===== config.mk =====
export PLATFORM = sky130hd
export DESIGN_NAME = silife_grid_reader
export DESIGN_NICKNAME = d
export VERILOG_FILES = /design/src/rtl/silife_grid_reader.sv
export SDC_FILE = /design/constraint.sdc
export NUM_CORES = 1
export LEC_CHECK = 0
export CAP_MARGIN = 20
export CORE_MARGIN = 4
export CORE_UTILIZATION = 47
export CTS_CLUSTER_SIZE = 30
export DETAILED_ROUTE_END_ITERATION = 6
export GPL_TIMING_DRIVEN = 0
export PLACE_DENSITY = 0.84
export SLEW_MARGIN = 10
export SYNTH_ARGS = -nofsm -noshare
export SYNTH_HDL_FRONTEND = slang
export SYNTH_SLANG_ARGS = --single-unit

===== constraint.sdc =====
create_clock -name clk -period 2.3 [get_ports clk]
set_input_delay 0.69 -clock clk [delete_from_list [all_inputs] [get_ports clk]]
set_output_delay 0.69 -clock clk [all_outputs]
set_load 0.02 [all_outputs]

===== src/rtl/silife_grid_reader.sv =====
// Snapshot reader for the silife cell array: captures the grid on start and streams it row by row.
// Optional SILIFE_READER_POPCOUNT_EN adds a per-frame live-cell count on `population`.
module silife_grid_reader #(
   parameter int unsigned WIDTH  = 8,
   parameter int unsigned HEIGHT = 8,
   localparam int unsigned ROW_BITS = $clog2(HEIGHT)
`ifdef SILIFE_READER_POPCOUNT_EN
   ,
   localparam int unsigned POP_BITS = $clog2(WIDTH*HEIGHT+1)
`endif
) (
   input  logic                    clk,
   input  logic                    rst_n,
   input  logic [WIDTH*HEIGHT-1:0] cells,
   input  logic                    start,
   output logic                    busy,
   output logic                    out_valid,
   input  logic                    out_ready,
   output logic [ROW_BITS-1:0]     out_row,
   output logic [WIDTH-1:0]        out_data,
   output logic                    out_last,
   output logic                    frame_done
`ifdef SILIFE_READER_POPCOUNT_EN
   ,
   output logic [POP_BITS-1:0]     population
`endif
);

   typedef enum logic [1:0] {IDLE, SEND, DONE} state_t;

   localparam logic [ROW_BITS-1:0] LAST_ROW = ROW_BITS'(HEIGHT-1);

   state_t                  state_q, state_d;
   logic [WIDTH*HEIGHT-1:0] snap_q, snap_d;
   logic                    busy_d, valid_d, last_d, done_d;
   logic [ROW_BITS-1:0]     row_d;
   logic [WIDTH-1:0]        data_d;
   logic                    xfer;

`ifdef SILIFE_READER_POPCOUNT_EN
   logic [POP_BITS-1:0] acc_q, acc_d, pop_d, pop_sum;

   function automatic logic [POP_BITS-1:0] row_pop(input logic [WIDTH-1:0] d);
      logic [POP_BITS-1:0] n;
      n = '0;
      for (int unsigned c = 0; c < WIDTH; c++) n = n + POP_BITS'(d[c]);
      return n;
   endfunction

   assign pop_sum = acc_q + row_pop(out_data);
`endif

   // Row multiplexer over a flattened row-major grid.
   function automatic logic [WIDTH-1:0] row_sel(input logic [WIDTH*HEIGHT-1:0] g,
                                                input logic [ROW_BITS-1:0]     sel);
      logic [WIDTH-1:0] res;
      res = '0;
      for (int unsigned r = 0; r < HEIGHT; r++)
         if (sel == ROW_BITS'(r)) res = g[r*WIDTH +: WIDTH];
      return res;
   endfunction

   assign xfer = out_valid && out_ready;

   // Next-state and next-output logic; out_row doubles as the row counter.
   always_comb begin
      state_d = state_q;
      snap_d  = snap_q;
      busy_d  = busy;
      valid_d = out_valid;
      last_d  = out_last;
      done_d  = 1'b0;
      row_d   = out_row;
      data_d  = out_data;
`ifdef SILIFE_READER_POPCOUNT_EN
      acc_d   = acc_q;
      pop_d   = population;
`endif
      case (state_q)
         IDLE: begin
            busy_d  = 1'b0;
            valid_d = 1'b0;
            last_d  = 1'b0;
            row_d   = '0;
            data_d  = '0;
            if (start) begin
               state_d = SEND;
               snap_d  = cells;
               busy_d  = 1'b1;
               valid_d = 1'b1;
               data_d  = row_sel(cells, '0);
`ifdef SILIFE_READER_POPCOUNT_EN
               acc_d   = '0;
`endif
            end
         end
         SEND: begin
            busy_d  = 1'b1;
            valid_d = 1'b1;
            if (xfer) begin
               if (out_row == LAST_ROW) begin
                  state_d = DONE;
                  valid_d = 1'b0;
                  last_d  = 1'b0;
                  done_d  = 1'b1;
                  row_d   = '0;
                  data_d  = '0;
`ifdef SILIFE_READER_POPCOUNT_EN
                  pop_d   = pop_sum;
`endif
               end else begin
                  row_d  = out_row + ROW_BITS'(1);
                  data_d = row_sel(snap_q, row_d);
                  last_d = (row_d == LAST_ROW);
`ifdef SILIFE_READER_POPCOUNT_EN
                  acc_d  = pop_sum;
`endif
               end
            end
         end
         DONE: begin
            state_d = IDLE;
            busy_d  = 1'b0;
            valid_d = 1'b0;
            last_d  = 1'b0;
         end
         default: begin
            state_d = IDLE;
            busy_d  = 1'b0;
            valid_d = 1'b0;
            last_d  = 1'b0;
            row_d   = '0;
            data_d  = '0;
         end
      endcase
   end

   // State, snapshot and output registers.
   always_ff @(posedge clk or negedge rst_n) begin
      if (!rst_n) begin
         state_q    <= IDLE;
         snap_q     <= '0;
         busy       <= 1'b0;
         out_valid  <= 1'b0;
         out_last   <= 1'b0;
         frame_done <= 1'b0;
         out_row    <= '0;
         out_data   <= '0;
`ifdef SILIFE_READER_POPCOUNT_EN
         acc_q      <= '0;
         population <= '0;
`endif
      end else begin
         state_q    <= state_d;
         snap_q     <= snap_d;
         busy       <= busy_d;
         out_valid  <= valid_d;
         out_last   <= last_d;
         frame_done <= done_d;
         out_row    <= row_d;
         out_data   <= data_d;
`ifdef SILIFE_READER_POPCOUNT_EN
         acc_q      <= acc_d;
         population <= pop_d;
`endif
      end
   end

endmodule


* Word-level counts from Yosys, hierarchy flattened
Cells that the tools add are included.
** Operators by class
- Add/sub/neg operators :: 1
- $mul :: 0
- Shift-type cells :: 0
- Div/mod/pow operators :: 0
- Reductions and logical operators :: 6
- Mux-type cells :: 30
- Equality and inequality tests :: 13
- $lt $le $gt $ge :: 0
- Bitwise operators :: 1
** Operators by type and width (number)
- 2-to-1 mux 8 bit :: 11
- one-hot mux 8 bit (3 select lines) :: 1
- == test 3 bit (second input constant) :: 5
- 2-to-1 mux 1 bit :: 9
- == test 3 x 2 -> 1 bit (second input constant) :: 2
- 2-to-1 mux 2 bit :: 3
- 2-to-1 mux 3 bit :: 2
- != test 2 bit (second input constant) :: 3
- one-hot mux 3 bit (2 select lines) :: 1
- one-hot mux 1 bit (2 select lines) :: 2
- one-hot mux 2 bit (2 select lines) :: 1
- AND reduction 2 bit :: 2
- adder 3 x 1 -> 3 bit (second input constant) :: 1
- == test 3 x 1 -> 1 bit (second input constant) :: 1
- zero test 3 bit :: 1
- AND reduction 3 bit :: 1
- == test 2 x 1 -> 1 bit (second input constant) :: 1
- == test 2 bit (second input constant) :: 1
- zero test 2 bit :: 1
- logical AND 1 bit :: 1
- inverter 1 bit :: 1
** Word-level totals
- Output and inout bits :: 15
- Bits in latches :: 0
- Register bits after elaboration :: 81
- Bits in writable memories :: 0
- Memories kept :: 0
- Input bits :: 68
- ROM bits :: 0

* Logic depth before layout (Yosys ltp)
- Depth after elaboration :: 13
- Depth in mapped cells :: 8
- Mapped depth without buffers :: 6

* Worst setup path after synthesis
Ideal clock, no wire load.
- Path type :: register to register
- From :: register out_row[0]
- To :: register out_data[2]
- Library setup time :: 132 ps
- Arrival time :: 2118 ps
- Cell stages (with the launch flop) :: 9
- Slack :: 50 ps
- Clock period less this slack :: 2250 ps
- Buffers on the path :: 2
- Required time :: 2168 ps
- Cells stage by stage :: dfrtp_1 > ha_1 > ha_1 > buf_2 > and2_4 > buf_2 > a221o_2 > a32oi_1 > o221ai_2
** On the way
- Longest elaborated chain between the ends :: 13
** RTL lines
- start: declaration :: line 19 : output logic [ROW_BITS-1:0] out_row,
- start signal: assignment :: line 160 : out_row <= row_d;
- adder 3 x 1 -> 3 bit :: line 112 : row_d = out_row + ROW_BITS'(1);
- zero test 3 bit :: line 59 : if (sel == ROW_BITS'(r)) res = g[r*WIDTH +: WIDTH];
- 2-to-1 mux 8 bit (8 in a row) :: line 59
- 2-to-1 mux 8 bit * :: line 101 : if (out_row == LAST_ROW) begin
- 2-to-1 mux 8 bit * :: line 100 : if (xfer) begin
- one-hot mux 8 bit (3 select lines) * :: line 79 : case (state_q)
- end signal: assignment :: line 161 : out_data <= data_d;
- end: declaration :: line 20 : output logic [WIDTH-1:0] out_data,
Mark *: on every way between the ends. The rest lies on a longest branch, timed or not. The select of a mux whose other input is x is not followed.
A chain may end at the register's enable or synchronous reset.

* Worst setup path in the final report
- From :: register out_row[0]
- To :: register out_data[7]
The elaborated chain is that of the path after synthesis.

==> impl_metrics.csv <==
group,metric,value,unit
power,power_frac_clock,15.7,%
floorplanning,initial_core_util,49.1,%
synthesis,synth_area,4090,um^2
clocking,cts_tree,"built",
clocking,h-tree-depth,3,
sta,fin_skew,11.6,ps
critical_path,crit_path_max_incr_delay,420,ps
critical_path,crit_family,"compound AO/OA/AOI/OAI gates",
critical_path,path_depth,8,
critical_path,crit_top_cell,"buf_2",
placement,placedCellCount,542,
clocking,clock-root-buffer,"clkbuf_8",
sta,fmax,448,MHz
sta,hold_violations,0,
grt,first_global_vias,3373,
clocking,clockBufferDepth,2,
cells_and_area,syn_to_final_growth,31.2,%
job,maxCapViolations,0,
synthesis,ys_seq_area_share,49.5,%
critical_path,path_cells,"ha_2, ha_4, buf_2, and2_4, buf_2, a221o_2, a32oi_2, o221ai_2",
sta,rsz0062_at_grt,"no",
sta,worst_slew_pin_slew,822,ps
clocking,clock_latency,360,ps
critical_path,critPathLaunch,"out_row[0]",
synthesis,synth_flop_cell,"dfrtp_1",
cells_and_area,diodes,0,
critical_path,reg2reg_slack,70,ps
synthesis,syn_inst,354,
floorplanning,io_pins,83,
sta,finalMaxSlewViolations,0,
routing,ant_nets,0,
routing,first_pass_iters,5,
grt,antenna_found_initial,0,
sta,setup_viol,0,
routing,drcViolationCount,0,
critical_path,worstPathRequired,2530,ps
critical_path,crit_buf_inv,2,
power,total_leakage_power,0.00220,uW
synthesis,ys_types,38,
synthesis,synth-edff-count,0,
power,power_density,1410,nW/um^2
placement,place_ws,-215,ps
synthesis,ys_ff_latch,81,
routing,drtIter0Drc,290,
critical_path,setup.worst_path.end,"out_data[7]",
clocking,cts.reportedPaths.clkPinSlew,90,ps
placement,io_buffers,82,
floorplanning,die_w,101,um
power,seqPwrFrac,33.9,%
critical_path,crit_fanout,10,
cells_and_area,drive_gt1_share,25.6,%
sta,finalCritPeriodShare,97.1,%
sta,period_needed,2230,ps
routing,drt-total-wl,10500,um
clocking,cts_made_buffers,9,
floorplanning,row_count,33,
critical_path,worstSetupPathType,"reg2reg",
routing,via_per_inst,5.80,
placement,place_congestion,0.888,
critical_path,end_kind,"flop",
clocking,clock-sinks,81,
power,switching_share,38.3,%
grt,grt_pass1_wl,16800,um
placement,hpwl,7780,um
grt,grt_start_max_net_pins,67,
power,p_int,4680,uW
critical_path,r2r_start,"out_row[0]",
synthesis,avgSynthCellArea,11.6,um^2
floorplanning,core_area,8340,um^2
cells_and_area,nNetsFinal,524,
critical_path,worst_r2r_endpoint,"out_data[7]",
sta,slew_headroom,44.8,%
routing,num_vias,3240,
power,power_frac_comb,50.4,%
floorplanning,die_y,101,um
grt,grt_use_total,21.2,%
floorplanning,die-area,10300,um^2
cells_and_area,post_layout_nonfiller_instances,559,
outcome,status,"finished, final reports clean",
power,max-vdd-ir-drop,695,uV
critical_path,cp_data_arrival_time,2460,ps
routing,wl_per_cell,18.8,um
grt,grt_overflow,0,
critical_path,cpMaxStageDelayCell,"dfrtp_2",
power,power.switching,2910,uW
sta,setup_ws,67.2,ps
synthesis,yosysWarnings,0,
synthesis,async_flop_share,100,%
min_path,hold_class,"in2async",
critical_path,start_kind,"flop",
synthesis,syn-num-nets,429,
critical_path,r2r_cells,8,
-- through the flow --
step | area (um^2) | util [%] | total power, uW | hold slack [ps] | setup TNS, ps
3_5_place_dp | 5070 | 60.8 | 6160 | 489 | -5320
5_1_grt | 5370 | 64.4 | 8020 | 191 | 0
4_1_cts | 5360 | 64.2 | 7520 | 189 | 0
3_3_place_gp | 5040 | 60.5 | 6000 | 489 | -176610
6_report | 5370 | 64.4 | 7580 | 181 | 0
2_1_floorplan | 4090 | - | 5010 | 394 | 0
-- cell usage after synthesis (2+ instances only) --
master | instances | area (um^2)
a21oi_1 | 11 | 55.1
nand2_1 | 27 | 101
nor2b_1 | 18 | 113
dfrtp_1 | 81 | 2030
and2_1 | 2 | 12.5
inv_1 | 11 | 41.3
nor3_1 | 2 | 10.0
o221ai_2 | 7 | 105
o32ai_1 | 8 | 70.1
nand2b_1 | 12 | 75.1
a221o_2 | 2 | 22.5
mux2i_1 | 2 | 20.0
a311oi_1 | 2 | 17.5
nor2_1 | 4 | 15.0
a221o_1 | 6 | 60.1
o21ai_0 | 24 | 120
buf_2 | 12 | 60.1
a22oi_1 | 7 | 52.6
clkbuf_1 | 8 | 30.0
a2bb2oi_1 | 8 | 70.1
o22ai_1 | 3 | 18.8
a32oi_1 | 8 | 70.1
mux2_2 | 56 | 631
buf_1 | 4 | 15.0
ha_1 | 7 | 87.6
o21a_1 | 8 | 60.1
buf_6 | 3 | 33.8
-- per-layer routing --
layer	up-vias	track usage, %	wire length (um)
met5	-	0	0
met2	161	33.4	4970
met1	1562	28.1	4380
met4	0	10.3	357
met3	35	4.20	790
li1	1482	-	-
-- worst min-delay path by stage --
stage / endpoint / startpoint
floorplan: busy / rst_n
global placement: snap_q[47] / snap_q[47]
detailed placement: snap_q[40] / snap_q[40]
finish: snap_q[14] / rst_n
CTS: snap_q[14] / rst_n
global route: snap_q[11] / rst_n
-- area by class of cell --
class	instances	area (um^2)
fillers	644	2970
flip-flops and latches	81	2030
multi-input cells	234	1920
repair buffers	85	861
clock buffers	12	155
plain buffers	27	153
well taps	105	131
clock inverters	4	73.8
inverters	11	41.3
-- flip-flops by register name (all words and copies together) (netlist names) --
register	cells
state_q	2
busy	1
out_row	3
out_data	8
snap_q	64
frame_done	1
out_valid	1
out_last	1
-- cell families after synthesis --
logic type      after synthesis  share of synthesized area [%]
compound gates               97                           18.2
fa+ha+maj                     7                           2.14
buf+inv                      39                           4.74
flops                        81                           49.5
mux                          58                           15.9
simple gates                 72                           9.48
-- worst register-to-register path, cell delays in order, from the launching register on --
cell and delay (ps):
dfrtp_2 420, ha_2 210, ha_4 240, buf_2 180, and2_4 180, buf_2 180
a221o_2 320, a32oi_2 240, o221ai_2 140
-- power by group through the flow --
stage	sequential (uW)	clock, uW	combinational [uW]
2_1_floorplan	2540	0	2470
6_report	2570	1190	3820
5_1_grt	2650	1270	4110
3_3_place_gp	2560	0	3440
3_5_place_dp	2600	0	3560
4_1_cts	2560	1200	3760
-- what timing repair did --
item                       CTS  global route
pin swaps                    1             1
gates resized for setup      7             8
setup endpoints to repair    8             8
setup buffers                2             0
hold buffers                 0             0
-- placed cells by master, fill, tap and decap left out, types with 8 or more instances in the layout --
cell type	n
inv_1	11
o21ai_0	24
dfrtp_1	79
o21a_1	8
mux2_2	56
a21oi_1	11
nand2b_1	12
clkdlybuf4s50_1	81
nand2_1	27
clkbuf_8	12
buf_2	12
a2bb2oi_1	8
o32ai_1	8
nor2b_1	18
No activity file was read; power rests on OpenSTA's default activity.
